File: config.mk
export PLATFORM = sky130hd
export DESIGN_NAME = dmem_arbiter
export DESIGN_NICKNAME = d
export VERILOG_FILES = /design/src/rtl/dmem_arbiter.sv
export SDC_FILE = /design/constraint.sdc
export NUM_CORES = 1
export LEC_CHECK = 0
export BUFFER_PORTS_ARGS = -buffer_cell sky130_fd_sc_hd__buf_2
export CAP_MARGIN = 5
export CORE_AREA = 3 3 114 116
export DETAILED_ROUTE_END_ITERATION = 6
export DIE_AREA = 0 0 117 119
export GPL_ROUTABILITY_DRIVEN = 0
export MAX_ROUTING_LAYER = met4
export PLACE_DENSITY = 0.62
export SLEW_MARGIN = 20
export SYNTH_ARGS = -nofsm -noshare
export SYNTH_HDL_FRONTEND = slang
export SYNTH_SLANG_ARGS = --single-unit
File: constraint.sdc
create_clock -name clk -period 2.33 [get_ports clk]
set_clock_uncertainty 0.1 [all_clocks]
set_input_delay 0 -clock clk [delete_from_list [all_inputs] [get_ports clk]]
set_output_delay 0 -clock clk [all_outputs]
set_load 0.01 [all_outputs]
File: src/rtl/dmem_arbiter.sv
// dmem_arbiter: shares one data memory between the core load/store port (C)
// and the DMA/program-loader port (D). One owner at a time, round-robin on a
// tie, bounded burst while the other port waits, and registered read data
// returned per port.
//
// Ports:
//   clk, rst                 clock, synchronous active-high reset
//   c_req/d_req              request, held until all beats are done
//   c_we/d_we                1 = write beat, 0 = read beat
//   c_addr/d_addr            beat address
//   c_wdata/d_wdata          beat write data
//   c_gnt/d_gnt              grant (decoded from the state register)
//   c_rdata/d_rdata          registered data of the port's last read beat
//   c_rvalid/d_rvalid        one-cycle pulse when rdata is updated
//   c_stall                  c_req & ~c_gnt (combinational)
//   m_addr/m_wdata/m_we      memory request (combinational mux)
//   m_rdata                  memory combinational read data
module dmem_arbiter #(
  parameter int unsigned ADDR_W    = 32,
  parameter int unsigned DATA_W    = 32,
  parameter int unsigned MAX_BURST = 4
) (
  input  logic              clk,
  input  logic              rst,
  input  logic              c_req,
  input  logic              c_we,
  input  logic [ADDR_W-1:0] c_addr,
  input  logic [DATA_W-1:0] c_wdata,
  input  logic              d_req,
  input  logic              d_we,
  input  logic [ADDR_W-1:0] d_addr,
  input  logic [DATA_W-1:0] d_wdata,
  output logic              c_gnt,
  output logic              d_gnt,
  output logic [DATA_W-1:0] c_rdata,
  output logic [DATA_W-1:0] d_rdata,
  output logic              c_rvalid,
  output logic              d_rvalid,
  output logic              c_stall,
  output logic [ADDR_W-1:0] m_addr,
  output logic [DATA_W-1:0] m_wdata,
  output logic              m_we,
  input  logic [DATA_W-1:0] m_rdata
);

  localparam int unsigned CNT_W = $clog2(MAX_BURST) + 1;
  localparam logic [CNT_W-1:0] CNT_MAX = CNT_W'(MAX_BURST);

  // last-served encoding
  localparam logic LAST_C = 1'b0;
  localparam logic LAST_D = 1'b1;

  typedef enum logic [1:0] {
    IDLE  = 2'd0,
    OWN_C = 2'd1,
    OWN_D = 2'd2
  } state_t;

  state_t           state, state_nxt;
  logic             last, last_nxt;
  logic [CNT_W-1:0] cnt, cnt_nxt, cnt_inc;
  logic             beat_c, beat_d;

  // A beat executes on an edge where the owner is still requesting.
  assign beat_c  = (state == OWN_C) & c_req;
  assign beat_d  = (state == OWN_D) & d_req;
  assign cnt_inc = (cnt == CNT_MAX) ? CNT_MAX : cnt + CNT_W'(1);

  assign c_gnt   = (state == OWN_C);
  assign d_gnt   = (state == OWN_D);
  assign c_stall = c_req & ~c_gnt;

  // State, last-served and burst counter registers.
  always_ff @(posedge clk) begin
    if (rst) begin
      state <= IDLE;
      last  <= LAST_D;
      cnt   <= '0;
    end else begin
      state <= state_nxt;
      last  <= last_nxt;
      cnt   <= cnt_nxt;
    end
  end

  // Next-state, release rules and memory mux.
  always_comb begin
    state_nxt = state;
    last_nxt  = last;
    cnt_nxt   = cnt;
    m_addr    = '0;
    m_wdata   = '0;
    m_we      = 1'b0;

    case (state)
      IDLE: begin
        if (c_req && d_req) begin
          state_nxt = (last == LAST_D) ? OWN_C : OWN_D;
        end else if (c_req) begin
          state_nxt = OWN_C;
        end else if (d_req) begin
          state_nxt = OWN_D;
        end
      end
      OWN_C: begin
        if (!c_req) begin
          state_nxt = d_req ? OWN_D : IDLE;
          last_nxt  = LAST_C;
        end else begin
          cnt_nxt = cnt_inc;
          if (d_req && (cnt_inc == CNT_MAX)) begin
            state_nxt = OWN_D;
            last_nxt  = LAST_C;
          end
        end
      end
      OWN_D: begin
        if (!d_req) begin
          state_nxt = c_req ? OWN_C : IDLE;
          last_nxt  = LAST_D;
        end else begin
          cnt_nxt = cnt_inc;
          if (c_req && (cnt_inc == CNT_MAX)) begin
            state_nxt = OWN_C;
            last_nxt  = LAST_D;
          end
        end
      end
      default: begin
        state_nxt = IDLE;
      end
    endcase

    // Every ownership change starts a fresh burst.
    if (state_nxt != state) begin
      cnt_nxt = '0;
    end

    // Write enable is gated by rst so a mid-transfer reset cannot corrupt memory.
    if (beat_c) begin
      m_addr  = c_addr;
      m_wdata = c_wdata;
      m_we    = c_we & ~rst;
    end else if (beat_d) begin
      m_addr  = d_addr;
      m_wdata = d_wdata;
      m_we    = d_we & ~rst;
    end
  end

  // Per-port read data capture and rvalid pulse.
  always_ff @(posedge clk) begin
    if (rst) begin
      c_rdata  <= '0;
      d_rdata  <= '0;
      c_rvalid <= 1'b0;
      d_rvalid <= 1'b0;
    end else begin
      c_rvalid <= beat_c & ~c_we;
      d_rvalid <= beat_d & ~d_we;
      if (beat_c && !c_we) begin
        c_rdata <= m_rdata;
      end
      if (beat_d && !d_we) begin
        d_rdata <= m_rdata;
      end
    end
  end

endmodule
Yosys cells after proc, flatten, opt, wreduce, memory -nomap -nowiden
Index checks and enable logic that the tools add are counted.
- word-level logic and storage cells: 66
- output and inout port bits: 134
- register bits after elaboration: 72
- input bits: 166
- add/sub/neg operators: 1
- muxes and demuxes: 26
- eq/ne operators: 9
- bitwise logic cells: 11
- reduce and logical (&&, ||, !) cells: 12
- operators by type and width (operator ; number):
    2-to-1 mux 32 bit ; 4
    2-to-1 mux 2 bit ; 9
    2-to-1 mux 3 bit ; 3
    bitwise AND 1 bit ; 7
    2-to-1 mux 1 bit ; 7
    equality test 3 bit, second input constant ; 2
    != test 3 x 2 -> 1 bit, second input constant ; 2
    case mux 2 bit (3 select lines) ; 1
    case mux 3 bit (2 select lines) ; 1
    AND reduction 3 bit ; 2
    logical AND 1 bit ; 5
    != test 2 bit, second input constant ; 2
    NOT 1 bit ; 4
    adder 3 x 1 -> 3 bit, second input constant ; 1
    equality test 2 x 1 -> 1 bit, second input constant ; 1
    equality test 2 bit, second input constant ; 1
    logical NOT 1 bit ; 2
    logical NOT 2 bit ; 1
    != test 2 bit ; 1
    case mux 1 bit (2 select lines) ; 1
    nonzero test 2 bit ; 1
    OR reduction 2 bit ; 1

Depth between registers and ports, before layout
Gate-level depths: netlist of run 1.
- depth in word-level cells: 9
- gate-level depth with buffers: 8
- gate-level depth less buffers: 7

Worst setup path after synthesis of run 1
Ideal clock, no wire load.
- kind: reg2reg
- start: register state[0]
- end: register d_rdata[0]
- cell stages (with the launch flop): 9
- buffers on the path: 2
- data required time: 2098 ps
- data arrival time: 1614 ps
- path slack: 484 ps
- setup time: 132 ps
- period minus slack after synthesis: 1846 ps
- cell sequence: dfxtp_1 inv_1 ha_1 nand2_2 or2_2 clkbuf_1 buf_2 nand2_1 a21oi_1
- cells in the longest elaborated chain, start to end: 3
- ends and longest elaborated chain (item ; RTL line ; text):
    start: declaration ; 59 ; state_t state, state_nxt;
    start signal: assignment ; 80 ; state <= state_nxt;
    equality test 2 bit ; n/a ;
    via d_gnt ; 34 ; output logic d_gnt,
    bitwise AND 1 bit ; 66 ; assign beat_d = (state == OWN_D) & d_req;
    logical AND 1 bit ; 164 ; if (beat_d && !d_we) begin
    end signal: assignment ; 165 ; d_rdata <= m_rdata;
    end: declaration ; 36 ; output logic [DATA_W-1:0] d_rdata,
The timed path passes the listed nets, and every way through them passes these cells.
A chain may end at the register's enable or synchronous reset.

Worst setup path after layout of run 1
- start: register state[1]
- end: output m_addr[15]
- cells in the longest elaborated chain, start to end: 4
- elaborated cells between the ends (all ways): 6
- those cells by class: eq/ne (2); mux (2); bitwise (2)
- ends and longest elaborated chain (item ; RTL line ; text):
    equality test 2 bit ; 66 ;
    bitwise AND 1 bit ; 66 ;
    2-to-1 mux 32 bit ; 144 ; end else if (beat_d) begin
    2-to-1 mux 32 bit * ; 140 ; if (beat_c) begin
    end: declaration ; 40 ; output logic [ADDR_W-1:0] m_addr,
Mark *: on every way between the ends. The rest lies on a longest branch, timed or not.

==> flow_metrics.py, run 1 <==
metrics = {
    "die": {
        "start_util_pct": 28.47,
        "rows": 40,
        "num_io_pins": 300,
        "dieArea_sq_mm": 0.01392,
        "dieWidth_um": 117,
        "die_h_um": 119,
        "core_sq_mm": 0.01201,
    },
    "placement": {
        "placed_cell_area_sq_mm": 0.005040,
        "place_inst": 803,
        "dp_hpwl_um": 12370,
        "dp_slack_ps": 262.2,
        "io_buffers": 299,
    },
    "cts": {
        "cts_buffer_depth": 2,
        "clk_root_buffer_cell": "clkbuf_16",
        "cts_buffers": 9,
        "htree_num_levels": 3,
        "tritoncts": "yes",
        "post_cts_buffers": 0,
        "path_clk_slew_ps": 60,
        "clock_sinks": 72,
        "clock_latency_ps": 330,
    },
    "sta": {
        "max_slew_margin_pct": 59.48,
        "worstMarginPinSlew_ps": 607.8,
        "slew_viol_final": 0,
        "rsz0062_at_grt": "no",
        "finalSetupViolCount": 0,
        "max_freq_mhz": 451.9,
        "setup_ws_ps": 117.2,
        "hold_violations": 0,
        "period_share_pct": 94.97,
        "layout_min_cycle_time_ps": 2213,
        "fin_setup_tns_ps": 0,
    },
    "setup_path": {
        "crit_arrival_ps": 2110,
        "crit_required_ps": 2230,
        "startpoint_type": "flip-flop",
        "end_kind": "output port",
        "path_max_fanout": 50,
        "path_class": "flip-flop to output port",
    },
    "synth": {
        "synth-main-ff-cell": "dfxtp_1",
        "async_flop_share_pct": 0,
        "synthesis.nets": 552,
        "yosysSeqAreaShare_pct": 42.15,
        "synth_cell_type_count": 41,
        "syn_area_per_cell_sq_um": 8.999,
        "synth_warnings": 0,
        "synth_seq_cells": 72,
        "synth_edf_count": 0,
        "syn_inst": 380,
        "syn_area_sq_mm": 0.003420,
    },
    "drt": {
        "routed_wl_um": 15270,
        "viasPerCell": 4.947,
        "firstDrtPassIters": 5,
        "wl_per_cell_um": 17.85,
        "drtAntennaViolNets": 0,
        "drc_errors": 0,
        "drt-initial-drc-count": 214,
        "vias": 4230,
    },
    "global_routing": {
        "grt_start_max_net_pins": 51,
        "track_usage_pct": 21.07,
        "grt_pass1_wl_um": 21970,
        "grt_pass1_vias": 4058,
        "globalRouteOverflowTotal": 0,
        "grt_antenna_before_repair": 2,
    },
    "layout": {
        "fin_nets": 873,
        "area_delta_synth_final_pct": 67.47,
        "stdcell_count": 855,
        "stdcell_area_sq_mm": 0.005727,
        "drive_above_1_share_pct": 48.87,
    },
    "outcome": {
        "outcome": "completed",
    },
    "hold_path": {
        "hold_class": "input pin to flip-flop",
    },
    "power": {
        "power.density_mw_per_mm2": 679.7,
        "worst_ir_drop_vdd_mv": 0.2999,
        "p_leak_nw": 2.901,
        "fin_total_pwr_mw": 3.892,
    },
    "flow_run": {
        "cap_violations": 0,
    },
}
routing by layer:
layer,global-route usage [%],part of all wire [%],wire (um)
met4,6.452,2.6,398
met5,-,0,0
met3,6.301,8.4,1279
met1,22.22,38,5749
met2,37.34,51,7837
flip-flops by register name, summed over array words and instances, names as in the netlist:
name and flops:
d_rvalid 1, state 2, last 1, c_rdata 32, d_rdata 32, c_rvalid 1, cnt 3
per-stage QoR:
step | utilization [%] | hold slack (ps)
final | 47.68 | 75.59
after global routing | 47.68 | 81.96
after CTS | 47.59 | 56.41
after detailed placement | 41.96 | 128.0
after global placement | 41.96 | 130.9
after floorplan | - | 25.51
synth_stat cells (all sizes together), types with 3 or more instances:
| cell | instances | area, sq um |
|---|---|---|
| buf | 25 | 130.1 |
| nand2b | 3 | 21.27 |
| nand3 | 5 | 25.02 |
| o21ai | 6 | 30.02 |
| nor2 | 15 | 63.81 |
| clkbuf | 8 | 30.03 |
| inv | 8 | 30.03 |
| nand2 | 71 | 269.0 |
| a21oi | 37 | 192.7 |
| a22o | 96 | 840.8 |
| ha | 6 | 75.07 |
| a311oi | 3 | 26.28 |
| dfxtp | 72 | 1441 |
worst max-delay path, stage by stage, from the launching register on:
cell	delay, ps
dfxtp_2	380
inv_1	130
ha_2	260
and2_2	250
nor2_4	140
buf_12	230
a22o_1	210
buf_2	160
area by class of cell:
type / count / area [sq um]
Fill cell: 1174 / 6285
Multi-Input combinational cell: 267 / 1803
Antenna cell: 2 / 5.005
Timing Repair Buffer: 343 / 1932
Tap cell: 147 / 183.9
Clock inverter: 6 / 91.34
Clock buffer: 10 / 239.0
Inverter: 8 / 30.03
Sequential cell: 72 / 1443
layout by cell type, fill, tap and decap left out, drive strengths merged, types with 3 or more instances in the layout:
| cell | Yosys | final |
|---|---|---|
| a21oi | 37 | 37 |
| nand2b | 3 | 3 |
| clkbuf | 8 | 10 |
| buf | 25 | 309 |
| nand2 | 71 | 71 |
| a22o | 96 | 96 |
| ha | 6 | 6 |
| inv | 8 | 9 |
| o21ai | 6 | 6 |
| dfxtp | 72 | 72 |
| a311oi | 3 | 3 |
| clkinvlp | 0 | 3 |
| dlygate4sd3 | 0 | 34 |
| nand3 | 5 | 5 |
| nor2 | 15 | 15 |
kinds of logic (layout without fill, tap and decap cells):
| kind of cell | Yosys count | after routing | share of synthesized area [%] |
|---|---|---|---|
| compound gates | 154 | 154 | 35.68 |
| fa+ha+maj | 6 | 6 | 2.195 |
| buf+inv | 41 | 367 | 5.562 |
| flops | 72 | 72 | 42.15 |
| mux | 4 | 4 | 1.244 |
| other cells | 0 | 2 | 0 |
| simple gates | 103 | 103 | 13.17 |
path summary, 6_finish.rpt:
path,startpoint,endpoint,slack (ps),cells past startpoint
hold / removal,c_we,c_rvalid,80,3
setup reg to reg,state[1],cnt[1],320,8
setup / recovery,state[1],m_addr[15],120,7
hold reg to reg,d_rdata[29],d_rdata[29],360,2
where the power goes:
part | internal, mW | switching [mW] | total, mW
combinational | 0.501 | 0.572 | 1.07
clock | 0.969 | 0.514 | 1.48
sequential | 1.29 | 0.0441 | 1.34
total | 2.76 | 1.13 | 3.89
timing repair:
action                                 in CTS  in global routing
gates resized for setup                     2                  3
hold buffers                               34                  0
endpoints found under the hold margin      66                  0
setup endpoints to repair                  50                 54
Note: power is estimated with default switching activity, not from simulation.
==> run 2: changes to the inputs <==
- ABC_AREA: unset -> 1
- CORE_AREA: 3 3 114 116 -> 3 3 117 119
- DIE_AREA: 0 0 117 119 -> 0 0 120 122
- GPL_ROUTABILITY_DRIVEN: 0 -> 1
==> flow_metrics.py, run 2 <==
metrics = {
    "drt": {
        "drc_errors": 0,
        "firstDrtPassIters": 4,
        "drtAntennaViolNets": 0,
        "wl_per_cell_um": 14.70,
        "drt-initial-drc-count": 300,
        "routed_wl_um": 15620,
        "vias": 4861,
        "viasPerCell": 4.577,
    },
    "power": {
        "seqPwrFrac_pct": 35.8,
        "p_leak_nw": 3.508,
        "swShare_pct": 28.82,
        "power.density_mw_per_mm2": 624.8,
        "combPwrFrac_pct": 25.3,
        "pwr-share-clk_pct": 39.0,
        "worst_ir_drop_vdd_mv": 0.5257,
        "switchingPower_mw": 1.076,
        "internal-power_mw": 2.656,
    },
    "die": {
        "dieWidth_um": 120,
        "die_h_um": 122,
        "rows": 41,
        "core_sq_mm": 0.01267,
        "num_io_pins": 300,
        "dieArea_sq_mm": 0.01464,
        "start_util_pct": 28.99,
    },
    "setup_path": {
        "reg2reg_slack_ps": 420,
        "end_kind": "output port",
        "crit_family": "buffers and inverters",
        "path_class": "flip-flop to output port",
        "crit_required_ps": 2230,
        "slowest_delay_ps": 370,
        "crit_path_cell_trace": "inv_1 > ha_1 > nand2_2 > inv_2 > buf_12 > nand2_1 > nand2_1 > buf_2",
        "startpoint_type": "flip-flop",
        "cpMostUsedCell": "nand2_1",
        "path_max_fanout": 60,
        "critPathBufInv": 4,
        "crit_arrival_ps": 2000,
        "cpMaxStageDelayCell": "dfxtp_1",
    },
    "global_routing": {
        "grt_pass1_wl_um": 23620,
        "grt_antenna_before_repair": 2,
        "globalRouteOverflowTotal": 0,
        "grt_pass1_vias": 4561,
        "track_usage_pct": 20.80,
        "grt_start_max_net_pins": 66,
    },
    "layout": {
        "final_common_cell": "buf_2",
        "layout_common_cells": "buf_2 (299), nand2_1 (188), nand3_1 (101)",
        "fin_nets": 1053,
        "area_delta_synth_final_pct": 62.60,
        "final_util_pct": 47.14,
        "stdcell_area_sq_mm": 0.005973,
        "top_regs": "c_rdata: 32 flops, d_rdata: 32 flops, cnt: 3 flops",
        "drive_above_1_share_pct": 38.49,
    },
    "sta": {
        "max_slew_margin_pct": 47.07,
        "fin_setup_tns_ps": 0,
        "rsz0062_at_grt": "no",
        "worstMarginPinSlew_ps": 793.1,
        "layout_min_cycle_time_ps": 2104,
        "period_share_pct": 90.29,
        "finalSetupViolCount": 0,
        "setup_ws_ps": 226.3,
        "hold_violations": 0,
        "max_freq_mhz": 475.4,
        "slew_viol_final": 0,
    },
    "hold_path": {
        "hold_class": "input pin to flip-flop",
    },
    "placement": {
        "placed_cell_area_sq_mm": 0.005318,
        "place.gp.congestion": 0.9328,
        "dp_hpwl_um": 11640,
        "dp_slack_ps": 424.9,
        "io_buffers": 299,
    },
    "cts": {
        "clk_root_buffer_cell": "clkbuf_16",
        "tritoncts": "yes",
        "htree_num_levels": 3,
        "clock_sinks": 72,
        "cts_buffers": 9,
        "ctsResizeCount": 0,
        "path_clk_slew_ps": 50,
        "post_cts_buffers": 0,
        "clock_latency_ps": 320,
        "cts_buffer_depth": 2,
    },
    "synth": {
        "synth_most_common_cell": "nand2_1",
        "yosysSeqAreaShare_pct": 39.24,
        "synth-main-ff-cell": "dfxtp_1",
        "synthTopCellsByArea": "dfxtp_1 (39%), nand2_1 (19%), nand3_1 (14%)",
        "syn_area_per_cell_sq_um": 6.467,
        "async_flop_share_pct": 0,
        "synthesis.nets": 740,
        "yosys.area.top_type": "dfxtp_1",
        "synth_seq_cells": 72,
        "synth_edf_count": 0,
        "synth_top_area_share_pct": 39.24,
        "syn_area_sq_mm": 0.003674,
        "synth_cell_type_count": 23,
        "synth_common_cells": "nand2_1 (188), nand3_1 (101), dfxtp_1 (72), nor2_1 (55), o21ai_0 (36)",
        "synth_warnings": 0,
        "syn_inst": 568,
    },
    "outcome": {
        "outcome": "completed",
    },
    "flow_run": {
        "cap_violations": 0,
    },
}
run 2: area by class of cell:
type | instances | area, sq um
fill | 1334 | 6698
multi-input combinational | 430 | 1958
timing repair buffer | 341 | 1932
sequential | 72 | 1441
clock buffer | 13 | 250.2
tap | 172 | 215.2
inverter | 27 | 101.3
clock inverter | 3 | 65.06
antenna | 4 | 10.01
run 2: metrics by stage:
| step | power (mW) | hold slack, ps | std cells |
|---|---|---|---|
| 2_1_floorplan | 1.843 | -49.74 | 568 |
| 3_5_place_dp | 2.266 | 109.6 | 1009 |
| 3_3_place_gp | 2.264 | 108.0 | 1009 |
| 6_report | 3.732 | 63.21 | 1062 |
| 4_1_cts | 3.771 | 45.07 | 1058 |
| 5_1_grt | 3.937 | 93.01 | 1060 |
run 2: routing by layer:
metal	vias up	GRT usage, %	share of wire (%)
met5	-	-	0
met3	16	6.128	8.3
met2	200	33.90	48
met1	2180	24.94	42
li1	2465	-	-
met4	0	6.299	1.9
run 2: tightest hold or removal path, delay by kind of cell:
kind | cells | cell delay, ps
and+or+nand+nor | 3 | 220
AOI/OAI and AO/OA | 1 | 70
buffers and inverters | 1 | 130
run 2: kinds of logic (layout without fill, tap and decap cells):
family	Yosys count	in the layout	synth area share (%)
fa+ha+maj	6	6	2.044
compound gates	62	62	8.924
buf+inv	66	384	7.459
simple gates	362	362	42.34
other cells	0	4	0
flops	72	72	39.24
run 2: path summary, 6_finish.rpt:
kind / start / to / cells past startpoint
hold reg to reg: c_rdata[26] / c_rdata[26] / 2
hold / removal: d_req / last / 5
setup / recovery: state[1] / m_addr[8] / 8
setup reg to reg: state[1] / c_rdata[0] / 8
run 2: timing repair:
item | CTS | global route
setup endpoints to repair | 0 | 0
endpoints found under the hold margin | 68 | 0
hold buffers | 33 | 0
run 2: power by group through the flow:
stage | registers [mW] | logic [mW] | clock network, mW
2_1_floorplan | 1.38 | 0.466 | 0
3_3_place_gp | 1.36 | 0.904 | 0
3_5_place_dp | 1.36 | 0.906 | 0
4_1_cts | 1.33 | 0.952 | 1.48
5_1_grt | 1.34 | 1.05 | 1.54
6_report | 1.34 | 0.943 | 1.45
